$ cat src/rtl/puf_pkg.sv
// rtl/puf_pkg.sv - shared FSM encoding, width helpers and defaults for the PUF response sampler
// Contents:
//   state_t     : sampler FSM states
//   ones_width  : width of a 0..reps counter
//   cyc_width   : width of a phase counter covering the longest of three phase lengths
//   DEF_*       : default parameter values shared with the register front-end wrapper
package puf_pkg;

   typedef enum logic [2:0] {
      ST_IDLE    = 3'd0,
      ST_SETTLE  = 3'd1,
      ST_LAUNCH  = 3'd2,
      ST_RECOVER = 3'd3,
      ST_DONE    = 3'd4
   } state_t;

   localparam int DEF_STAGES     = 64;
   localparam int DEF_REPS       = 15;
   localparam int DEF_SETTLE_CYC = 8;
   localparam int DEF_EVAL_CYC   = 16;
   localparam int DEF_RESET_CYC  = 8;

   function automatic int ones_width(input int reps);
      return $clog2(reps + 1);
   endfunction

   // Phase counters run 0..len-1, so clog2 of the longest length is enough.
   function automatic int cyc_width(input int a, input int b, input int c);
      int m;
      m = a;
      if (b > m) m = b;
      if (c > m) m = c;
      return (m < 2) ? 1 : $clog2(m);
   endfunction

   localparam int DEF_ONES_W = ones_width(DEF_REPS);
   localparam int DEF_CYC_W  = cyc_width(DEF_SETTLE_CYC, DEF_EVAL_CYC, DEF_RESET_CYC);

endpackage

$ cat src/rtl/puf_resp_sampler_if.sv
// rtl/puf_resp_sampler_if.sv - challenge/response handshake bundle of the PUF response sampler
// Signals:
//   chal_valid/chal_ready/chal_data           : challenge handshake (master -> sampler)
//   resp_valid/resp_ready/resp_bit/resp_ones/
//   resp_stable                               : response handshake (sampler -> master)
// Modports: master = register front-end side, slave = sampler side.
interface puf_resp_sampler_if
   import puf_pkg::*;
#(
   parameter int STAGES = DEF_STAGES,
   parameter int REPS   = DEF_REPS
) ();
   localparam int ONES_W = ones_width(REPS);

   logic              chal_valid;
   logic              chal_ready;
   logic [STAGES-1:0] chal_data;
   logic              resp_valid;
   logic              resp_ready;
   logic              resp_bit;
   logic [ONES_W-1:0] resp_ones;
   logic              resp_stable;

   modport master (
      output chal_valid, chal_data, resp_ready,
      input  chal_ready, resp_valid, resp_bit, resp_ones, resp_stable
   );

   modport slave (
      input  chal_valid, chal_data, resp_ready,
      output chal_ready, resp_valid, resp_bit, resp_ones, resp_stable
   );
endinterface

$ cat src/rtl/puf_sync2.sv
// rtl/puf_sync2.sv - two-flop synchronizer with synchronous active-low clear
// Ports:
//   clk   : destination clock
//   clr_n : synchronous active-low clear of both flops
//   d     : asynchronous input
//   q     : synchronized output
module puf_sync2 (
   input  logic clk,
   input  logic clr_n,
   input  logic d,
   output logic q
);
   (* ASYNC_REG = "TRUE", dont_touch = "true" *) logic meta_q;
   (* ASYNC_REG = "TRUE", dont_touch = "true" *) logic sync_q;

   always_ff @(posedge clk) begin
      if (!clr_n) begin
         meta_q <= 1'b0;
         sync_q <= 1'b0;
      end else begin
         meta_q <= d;
         sync_q <= meta_q;
      end
   end

   assign q = sync_q;
endmodule

$ cat src/rtl/puf_resp_sampler.sv
// rtl/puf_resp_sampler.sv - arbiter-PUF response sampler: settle, REPS races, majority vote
// Ports:
//   s00_axi_aclk    : sole clock
//   s00_axi_aresetn : synchronous active-low reset
//   host            : challenge/response handshakes (slave side)
//   puf_chal        : registered stage select lines
//   puf_launch      : race edge into the chain
//   puf_arb_q       : asynchronous arbiter latch output
//   busy            : sampler not idle
module puf_resp_sampler
   import puf_pkg::*;
#(
   parameter int STAGES     = DEF_STAGES,
   parameter int REPS       = DEF_REPS,
   parameter int SETTLE_CYC = DEF_SETTLE_CYC,
   parameter int EVAL_CYC   = DEF_EVAL_CYC,
   parameter int RESET_CYC  = DEF_RESET_CYC
) (
   input  logic              s00_axi_aclk,
   input  logic              s00_axi_aresetn,
   puf_resp_sampler_if.slave host,
   output logic [STAGES-1:0] puf_chal,
   output logic              puf_launch,
   input  logic              puf_arb_q,
   output logic              busy
);
   localparam int ONES_W = ones_width(REPS);
   localparam int CYC_W  = cyc_width(SETTLE_CYC, EVAL_CYC, RESET_CYC);

   localparam logic [CYC_W-1:0]  SETTLE_LAST = CYC_W'(SETTLE_CYC - 1);
   localparam logic [CYC_W-1:0]  EVAL_LAST   = CYC_W'(EVAL_CYC - 1);
   localparam logic [CYC_W-1:0]  RESET_LAST  = CYC_W'(RESET_CYC - 1);
   localparam logic [ONES_W-1:0] REPS_N      = ONES_W'(REPS);
   localparam logic [ONES_W-1:0] HALF_N      = ONES_W'(REPS / 2);

   state_t            state_q, state_d;
   logic [CYC_W-1:0]  cnt_q, cnt_d;
   logic [ONES_W-1:0] rep_q, rep_d;
   logic [ONES_W-1:0] ones_q, ones_d;
   logic [STAGES-1:0] chal_q, chal_d;
   logic              launch_q, launch_d;
   logic              chal_ready_q, chal_ready_d;
   logic              busy_q, busy_d;
   logic              resp_valid_q, resp_valid_d;
   logic              resp_bit_q, resp_bit_d;
   logic              resp_stable_q, resp_stable_d;
   logic              sample;
   logic              arb_sync;

   puf_sync2 u_sync (
      .clk   (s00_axi_aclk),
      .clr_n (s00_axi_aresetn),
      .d     (puf_arb_q),
      .q     (arb_sync)
   );

   always_ff @(posedge s00_axi_aclk) begin
      if (!s00_axi_aresetn) begin
         state_q       <= ST_IDLE;
         cnt_q         <= '0;
         rep_q         <= '0;
         ones_q        <= '0;
         chal_q        <= '0;
         launch_q      <= 1'b0;
         chal_ready_q  <= 1'b1;
         busy_q        <= 1'b0;
         resp_valid_q  <= 1'b0;
         resp_bit_q    <= 1'b0;
         resp_stable_q <= 1'b0;
      end else begin
         state_q       <= state_d;
         cnt_q         <= cnt_d;
         rep_q         <= rep_d;
         ones_q        <= ones_d;
         chal_q        <= chal_d;
         launch_q      <= launch_d;
         chal_ready_q  <= chal_ready_d;
         busy_q        <= busy_d;
         resp_valid_q  <= resp_valid_d;
         resp_bit_q    <= resp_bit_d;
         resp_stable_q <= resp_stable_d;
      end
   end

   always_comb begin
      state_d       = state_q;
      cnt_d         = cnt_q;
      rep_d         = rep_q;
      ones_d        = ones_q;
      chal_d        = chal_q;
      resp_bit_d    = resp_bit_q;
      resp_stable_d = resp_stable_q;
      sample        = 1'b0;

      case (state_q)
         ST_IDLE: begin
            if (host.chal_valid) begin
               chal_d  = host.chal_data;
               cnt_d   = '0;
               rep_d   = '0;
               ones_d  = '0;
               state_d = ST_SETTLE;
            end
         end
         ST_SETTLE: begin
            if (cnt_q == SETTLE_LAST) begin
               cnt_d   = '0;
               state_d = ST_LAUNCH;
            end else begin
               cnt_d = cnt_q + CYC_W'(1);
            end
         end
         ST_LAUNCH: begin
            if (cnt_q == EVAL_LAST) begin
               sample  = 1'b1;
               cnt_d   = '0;
               rep_d   = rep_q + ONES_W'(1);
               state_d = ST_RECOVER;
            end else begin
               cnt_d = cnt_q + CYC_W'(1);
            end
         end
         ST_RECOVER: begin
            if (cnt_q == RESET_LAST) begin
               cnt_d   = '0;
               state_d = (rep_q == REPS_N) ? ST_DONE : ST_LAUNCH;
            end else begin
               cnt_d = cnt_q + CYC_W'(1);
            end
         end
         ST_DONE: begin
            if (host.resp_ready) state_d = ST_IDLE;
         end
         default: state_d = ST_IDLE;
      endcase

      // Saturating count of ones; the limit is unreachable since exactly REPS samples are taken.
      if (sample && arb_sync && (ones_q != REPS_N)) ones_d = ones_q + ONES_W'(1);

      // Vote is frozen on DONE entry, when the last sample is already in ones_q.
      if ((state_q == ST_RECOVER) && (state_d == ST_DONE)) begin
         resp_bit_d    = (ones_q > HALF_N);
         resp_stable_d = (ones_q == '0) || (ones_q == REPS_N);
      end

      // Outputs are registered copies of the next-state decode so they align with the state.
      launch_d     = (state_d == ST_LAUNCH);
      chal_ready_d = (state_d == ST_IDLE);
      busy_d       = (state_d != ST_IDLE);
      resp_valid_d = (state_d == ST_DONE);
   end

   ones_sat_a: assert property (@(posedge s00_axi_aclk) disable iff (!s00_axi_aresetn)
      !(sample && arb_sync && (ones_q == REPS_N)));

   assign host.chal_ready  = chal_ready_q;
   assign host.resp_valid  = resp_valid_q;
   assign host.resp_bit    = resp_bit_q;
   assign host.resp_ones   = ones_q;
   assign host.resp_stable = resp_stable_q;
   assign puf_chal         = chal_q;
   assign puf_launch       = launch_q;
   assign busy             = busy_q;
endmodule

$ cat src/flat_wrapper.sv
// flat-port wrapper written by rule: the top's interface ports become plain ports
module puf_resp_sampler_flat import puf_pkg::*;
#(
   parameter int STAGES     = DEF_STAGES,
   parameter int REPS       = DEF_REPS,
   parameter int SETTLE_CYC = DEF_SETTLE_CYC,
   parameter int EVAL_CYC   = DEF_EVAL_CYC,
   parameter int RESET_CYC  = DEF_RESET_CYC
)
  (s00_axi_aclk, s00_axi_aresetn, puf_chal, puf_launch, puf_arb_q, busy, host_chal_valid, host_chal_data, host_resp_ready, host_chal_ready, host_resp_valid, host_resp_bit, host_resp_ones, host_resp_stable);
  puf_resp_sampler_if #(.STAGES(STAGES), .REPS(REPS)) host_i ();
  input  logic s00_axi_aclk;
  input  logic s00_axi_aresetn;
  output logic [STAGES-1:0] puf_chal;
  output logic puf_launch;
  input  logic puf_arb_q;
  output logic busy;
  input wire logic [$bits(host_i.chal_valid)-1:0] host_chal_valid;
  input wire logic [$bits(host_i.chal_data)-1:0] host_chal_data;
  input wire logic [$bits(host_i.resp_ready)-1:0] host_resp_ready;
  output wire logic [$bits(host_i.chal_ready)-1:0] host_chal_ready;
  output wire logic [$bits(host_i.resp_valid)-1:0] host_resp_valid;
  output wire logic [$bits(host_i.resp_bit)-1:0] host_resp_bit;
  output wire logic [$bits(host_i.resp_ones)-1:0] host_resp_ones;
  output wire logic [$bits(host_i.resp_stable)-1:0] host_resp_stable;
  assign host_i.chal_valid = host_chal_valid;
  assign host_i.chal_data = host_chal_data;
  assign host_i.resp_ready = host_resp_ready;
  assign host_chal_ready = host_i.chal_ready;
  assign host_resp_valid = host_i.resp_valid;
  assign host_resp_bit = host_i.resp_bit;
  assign host_resp_ones = host_i.resp_ones;
  assign host_resp_stable = host_i.resp_stable;
  puf_resp_sampler #(.STAGES(STAGES), .REPS(REPS), .SETTLE_CYC(SETTLE_CYC), .EVAL_CYC(EVAL_CYC), .RESET_CYC(RESET_CYC)) u_core (.s00_axi_aclk(s00_axi_aclk), .s00_axi_aresetn(s00_axi_aresetn), .host(host_i), .puf_chal(puf_chal), .puf_launch(puf_launch), .puf_arb_q(puf_arb_q), .busy(busy));
endmodule
$ cat config.mk
export PLATFORM = sky130hd
export DESIGN_NAME = puf_resp_sampler_flat
export DESIGN_NICKNAME = d
export VERILOG_FILES = /design/src/rtl/puf_pkg.sv /design/src/rtl/puf_resp_sampler_if.sv /design/src/rtl/puf_sync2.sv /design/src/rtl/puf_resp_sampler.sv /design/src/flat_wrapper.sv
export SDC_FILE = /design/constraint.sdc
export NUM_CORES = 1
export LEC_CHECK = 0
export ABC_AREA = 1
export BUFFER_PORTS_ARGS = -buffer_cell sky130_fd_sc_hd__buf_2
export CAP_MARGIN = 20
export CORE_MARGIN = 4
export CORE_UTILIZATION = 47
export CTS_CLUSTER_DIAMETER = 50
export DETAILED_ROUTE_END_ITERATION = 12
export GPL_ROUTABILITY_DRIVEN = 0
export PLACE_DENSITY_LB_ADDON = 0.05
export SLEW_MARGIN = 10
export SYNTH_ARGS = -nofsm -noshare
export SYNTH_HDL_FRONTEND = slang
export SYNTH_SLANG_ARGS = --single-unit
$ cat constraint.sdc
create_clock -name s00_axi_aclk -period 1.8 [get_ports s00_axi_aclk]
set_clock_uncertainty 0.15 [all_clocks]
set_input_delay 0.27 -clock s00_axi_aclk [delete_from_list [all_inputs] [get_ports s00_axi_aclk]]
set_output_delay 0.27 -clock s00_axi_aclk [all_outputs]
set_load 0.02 [all_outputs]
======== Yosys cells after proc, flatten, opt, wreduce, memory -nomap -nowiden ========
Index checks and enable logic that the tools add are counted.
word-level totals
  register bits ........................... 87
  bits of input ports ..................... 69
  logic and storage cells ................. 64
operators by class
  add/sub/neg operators ................... 3
  order comparisons ....................... 1
  eq/ne operators ......................... 13
  mux-type cells .......................... 17
  reduce and logical (&&, ||, !) cells .... 17
operators with widths
  kind                                                                  count
  4-bit two-way mux                                                     6
  3-bit two-way mux                                                     6
  3-bit one-hot mux with 5 select lines                                 1
  4-bit by 1-bit adder with 4-bit output, second input constant         3
  4-bit == test, second input constant                                  3
  4-bit one-hot mux with 3 select lines                                 1
  3-bit by 2-bit == test with 1-bit output, second input constant       3
  4-bit one-hot mux with 2 select lines                                 1
  3-bit == test, second input constant                                  2
  3-bit zero test                                                       2
  2-bit AND reduction                                                   3
  2-bit nonzero test                                                    3
  3-bit nonzero test                                                    2
  4-bit by 3-bit == test with 1-bit output, second input constant       1
  4-bit by 3-bit > comparator with 1-bit output, second input constant  1
  4-bit zero test                                                       1
  4-bit != test, second input constant                                  1
  3-bit by 1-bit == test with 1-bit output, second input constant       1
  1-bit logical AND                                                     3
  3-bit AND reduction                                                   1
  1-bit two-way mux                                                     2
  2-bit by 1-bit != test with 1-bit output, second input constant       1
  2-bit != test, second input constant                                  1
  2-bit OR reduction                                                    1
  1-bit logical OR                                                      1

======== Longest topological paths before layout ========
  depth in word-level cells ............... 7
  depth in mapped cells ................... 9
  mapped depth without buffers ............ 9

======== Cells and area by module ========
From an unflattened synthesis, not the netlist that was laid out.
second synthesis, totals
  cells, all modules ...................... 428
  area, all modules ....................... 3315.7 sq um
modules (own cells, without submodules)
  module            instances  cells each  area an instance (sq um)  sequential area each (sq um)
  puf_resp_sampler  1          422         3260.6                    1701.6
  puf_sync2         1          6           55.1                      40.0

======== Worst setup path before layout ========
Ideal clock, no wire load.
  path type ............................... register to register
  from .................................... register u_core.ones_q[1], in the netlist u_core.host.resp_ones[1]
  to ...................................... register u_core.ones_q[2], in the netlist u_core.host.resp_ones[2]
  library setup time ...................... 70 ps
  data arrival time ....................... 1227 ps
  path slack .............................. 353 ps
  cell stages (with the launch flop) ...... 6
  path buffers ............................ 0
  period minus slack after synthesis ...... 1447 ps
  cells stage by stage .................... dfxtp_1 -> ha_1 -> nand3_1 -> nand4_1 -> nand3_1 -> a21oi_1
on the way
  cells in the longest elaborated chain, start to end .. 4
  elaborated cells on any way between the ends .. 7
  classes of those cells .................. 1 x add/sub; 1 x eq/ne; 1 x mux; 4 x reduce/logical
ends and longest elaborated chain
  element                                                                         line                    RTL
  from (decl)                                                                     puf_resp_sampler.sv:39  logic [ONES_W-1:0] ones_q, ones_d;
  from (signal assigned)                                                          puf_resp_sampler.sv:74  ones_q <= ones_d;
  branches (longest 4 deep; another with 4-bit by 1-bit adder with 4-bit output)  --
Several ways; the timed one is not identified.
A chain may end at the register's enable or synchronous reset.

======== Worst setup path after layout ========
  from .................................... register u_core.cnt_q[0]
  to ...................................... register u_core.chal_ready_q, in the netlist u_core.host.chal_ready
on the way
  cells in the longest elaborated chain, start to end .. 4
  elaborated cells on any way between the ends .. 7
  classes of those cells .................. 2 x eq/ne; 4 x mux; 1 x reduce/logical
ends and longest elaborated chain
  element                                                                           line                                                                       RTL
  from (decl)                                                                       puf_resp_sampler.sv:37                                                     logic [CYC_W-1:0] cnt_q, cnt_d;
  from (signal assigned)                                                            puf_resp_sampler.sv:72                                                     cnt_q <= cnt_d;
  4-bit by 3-bit == test with 1-bit output / 4-bit == test (equally long branches)  puf_resp_sampler.sv:106, puf_resp_sampler.sv:124, puf_resp_sampler.sv:114
  3-bit two-way mux, on equally long branches                                       puf_resp_sampler.sv:124, puf_resp_sampler.sv:106, puf_resp_sampler.sv:114
  3-bit one-hot mux with 5 select lines (*)                                         puf_resp_sampler.sv:95                                                     case (state_q)
  3-bit zero test (*)                                                               puf_resp_sampler.sv:148                                                    chal_ready_d = (state_d == ST_IDLE);
  to (signal assigned)                                                              puf_resp_sampler.sv:77                                                     chal_ready_q <= chal_ready_d;
  to (decl)                                                                         puf_resp_sampler.sv:42                                                     logic chal_ready_q, chal_ready_d;
Every way passes the cells marked *; elsewhere a longest branch is shown, timed or not.

==> run summary <==
n_diodes = 0
syn_nets = 499
Largest stage delay, worst path = 0.38 ns
Synth Cell Area = 0.00328 mm²
gr ovfl total = 0
DR top layer = met4
Seq/Total Area, Yosys = 0.531
Filler Cells Inserted = 646
commonest non-fill, non-tap cell in the layout = nor2_1
vias in the first global route = 2,742
routed vias/inst = 4.64
Die Y = 91.5 µm
crit path cell chain = ha_1 -> nand2_1 -> nor2_1 -> nand3_1 -> nand2_1 -> nand2_1 -> nand2_1 -> nor2_1
M1 wire length = 3.66 mm
H-Tree Depth = 3
RSZ-0062 raised after global routing = no
hold_ws = 0.0182 ns
Max-Cap Viols = 0
Least-Margin Pin Slew = 0.379 ns
crit path max fanout = 5
wire length per cell = 11.8 µm
Rows = 30
clock sink count = 87
static leakage = 2.10 nW
clock latency on the worst-skew pair = 0.34 ns
final WL = 7.88 mm
cts repair resizes = 0
Peak VDD IR = 0.494 mV
DRC = 0
Synth Instances = 426
CP Launch Type = flop
Ports = 143
layout cells sized above 1 = 0.300
synth unique cells = 24
Post-CTS Setup Inserts = 0
Max Transition Viols Final = 0
Final ANT Viol Nets = 0
initial core utilization = 0.483
Max stage delay cell, worst path = dfxtp_1
post-synthesis register bit count = 87
Slew HR = 0.747
Power Dens Cells = 980 mW/mm²
met3 routed wirelength = 621 µm
core area = 0.00679 mm²
Avg Cell Area, Syn = 7.70 µm²
FMAX = 0.602 GHz
Pre-Repair DR Iteration Count = 4
Worst Path Required = 1.90 ns
yosys synthesis warning count = 0
Num CTS Buffers = 9
die area = 0.00838 mm²
DR WL met2 = 3.47 mm
Final nets = 638
crit share post-route = 0.923
Clock Tree Root = clkbuf_8
Worst Hold Class = in -> reg
I/O Buffers = 142
worst-case clock buffer depth = 2
Final Hold Fails = 0
final setup violation count = 0
CTS tree = yes
DP Wirelength = 5.64 mm
Die X-Extent = 91.5 µm
register area = 0.00174 mm²
initial antenna violation count = 0
multi-input logic area = 0.00132 mm²
routed via count = 3,090
Global Route Usage Sum = 0.187
P&R area growth vs syn = 29.8%
cell mode on critical path = nand2_1
clk slew on worst S/H paths = 0.09 ns
CP Capture Type = flop
Initial DRC Count = 129
outcome = finished clean
minimum clock period = 1.66 ns
first-pass GRT wire length = 12.7 mm
critical path class = reg -> reg
largest net degree at the start of global routing = 46
most frequent cells in the layout = nor2_1 (147), buf_2 (142), dfxtp_1 (87), o21ai_0 (69), nand2_1 (32)
Critical Path AT = 1.76 ns
final total negative setup slack = 0 ns
-- cell usage after synthesis (all sizes together) --
master | number | area share
xor2 | 1 | 0.0027
nand3b | 1 | 0.0023
clkbuf | 13 | 0.015
inv | 24 | 0.027
and3 | 1 | 0.0019
dfxtp | 87 | 0.53
nand4 | 4 | 0.0076
a21oi | 13 | 0.021
nand2 | 33 | 0.039
nand3 | 14 | 0.025
nor2 | 148 | 0.17
xnor2 | 1 | 0.0027
o21ai | 72 | 0.11
buf | 9 | 0.026
ha | 4 | 0.015
nor3b | 1 | 0.0023
-- metal layers --
layer  up-vias  track usage
li1       1634            -
met1      1340        0.247
met2       105        0.285
met3        11       0.0514
met4         0       0.0791
met5         -            0
-- worst max-delay path: cells and delay by family, from the launching register on --
kind | cells | cell delay, ns
adders and majority gates | 1 | 0.22
DFF | 1 | 0.38
and+or+nand+nor | 7 | 0.82
-- path summary, 6_finish.rpt --
check | start | to | slack, ns | cells past startpoint
setup reg to reg | u_core.cnt_q[0]$_SDFFE_PN0P_ | u_core.host.chal_ready$_SDFF_PN1_ | 0.14 | 8
setup / recovery | u_core.cnt_q[0]$_SDFFE_PN0P_ | u_core.host.chal_ready$_SDFF_PN1_ | 0.14 | 8
hold / removal | host_chal_data[46] | u_core.puf_chal[46]$_SDFFE_PN0P_ | 0.02 | 3
hold reg to reg | u_core.u_sync.meta_q$_SDFF_PN0_ | u_core.u_sync.q$_SDFF_PN0_ | 0.28 | 2
-- report_power, final --
part	internal [mW]	switching, mW	leakage [nW]
logic	0.249	0.426	1.30
registers	2.06	0.0611	0.718
clock network	0.683	0.697	0.0912
total	2.99	1.18	2.10
-- cells by family after synthesis --
group	Yosys count	share of synthesized area
AO/OA/AOI/OAI	85	0.131
adder cells (fa/ha/maj)	4	0.0153
AND/OR/NAND/NOR	202	0.249
buffers and inverters	46	0.0683
flip-flops	87	0.531
XOR/XNOR	2	0.00534
-- through the flow --
step | setup WS [ns] | utilization | total power, mW | cells | instance area (µm²)
after global placement | 0.243 | 0.595 | 2.83 | 649 | 4040
after detailed placement | 0.137 | 0.595 | 2.84 | 649 | 4040
after floorplan | 0.353 | - | 2.60 | 426 | 3280
final | 0.139 | 0.627 | 4.17 | 666 | 4260
after global routing | 0.0101 | 0.627 | 4.40 | 666 | 4260
after CTS | 0.133 | 0.627 | 4.22 | 666 | 4260
-- what timing repair did --
| item | in CTS | in global routing |
|---|---|---|
| endpoints found under the setup margin | 0 | 0 |
| hold endpoints to repair | 1 | 0 |
| hold buffers | 1 | 0 |
-- cell type report --
type	count	share of cell area
clock buffers	10	0.0323
well taps	96	0.0282
inverters	24	0.0212
multi-input cells	293	0.309
repair buffers	150	0.184
flip-flops and latches	87	0.409
clock inverters	6	0.0162
-- state kept, by name, summed over array words and instances (netlist names) --
register	count
u_core.puf_launch	1
u_core.host.resp_valid	1
u_core.host.resp_bit	1
u_core.u_sync.meta_q	1
u_core.puf_chal	64
u_core.host.resp_stable	1
u_core.cnt_q	4
u_core.rep_q	4
u_core.u_sync.q	1
u_core.state_q	3
u_core.host.resp_ones	4
u_core.busy	1
u_core.host.chal_ready	1
(Power assumes the default switching activity.)
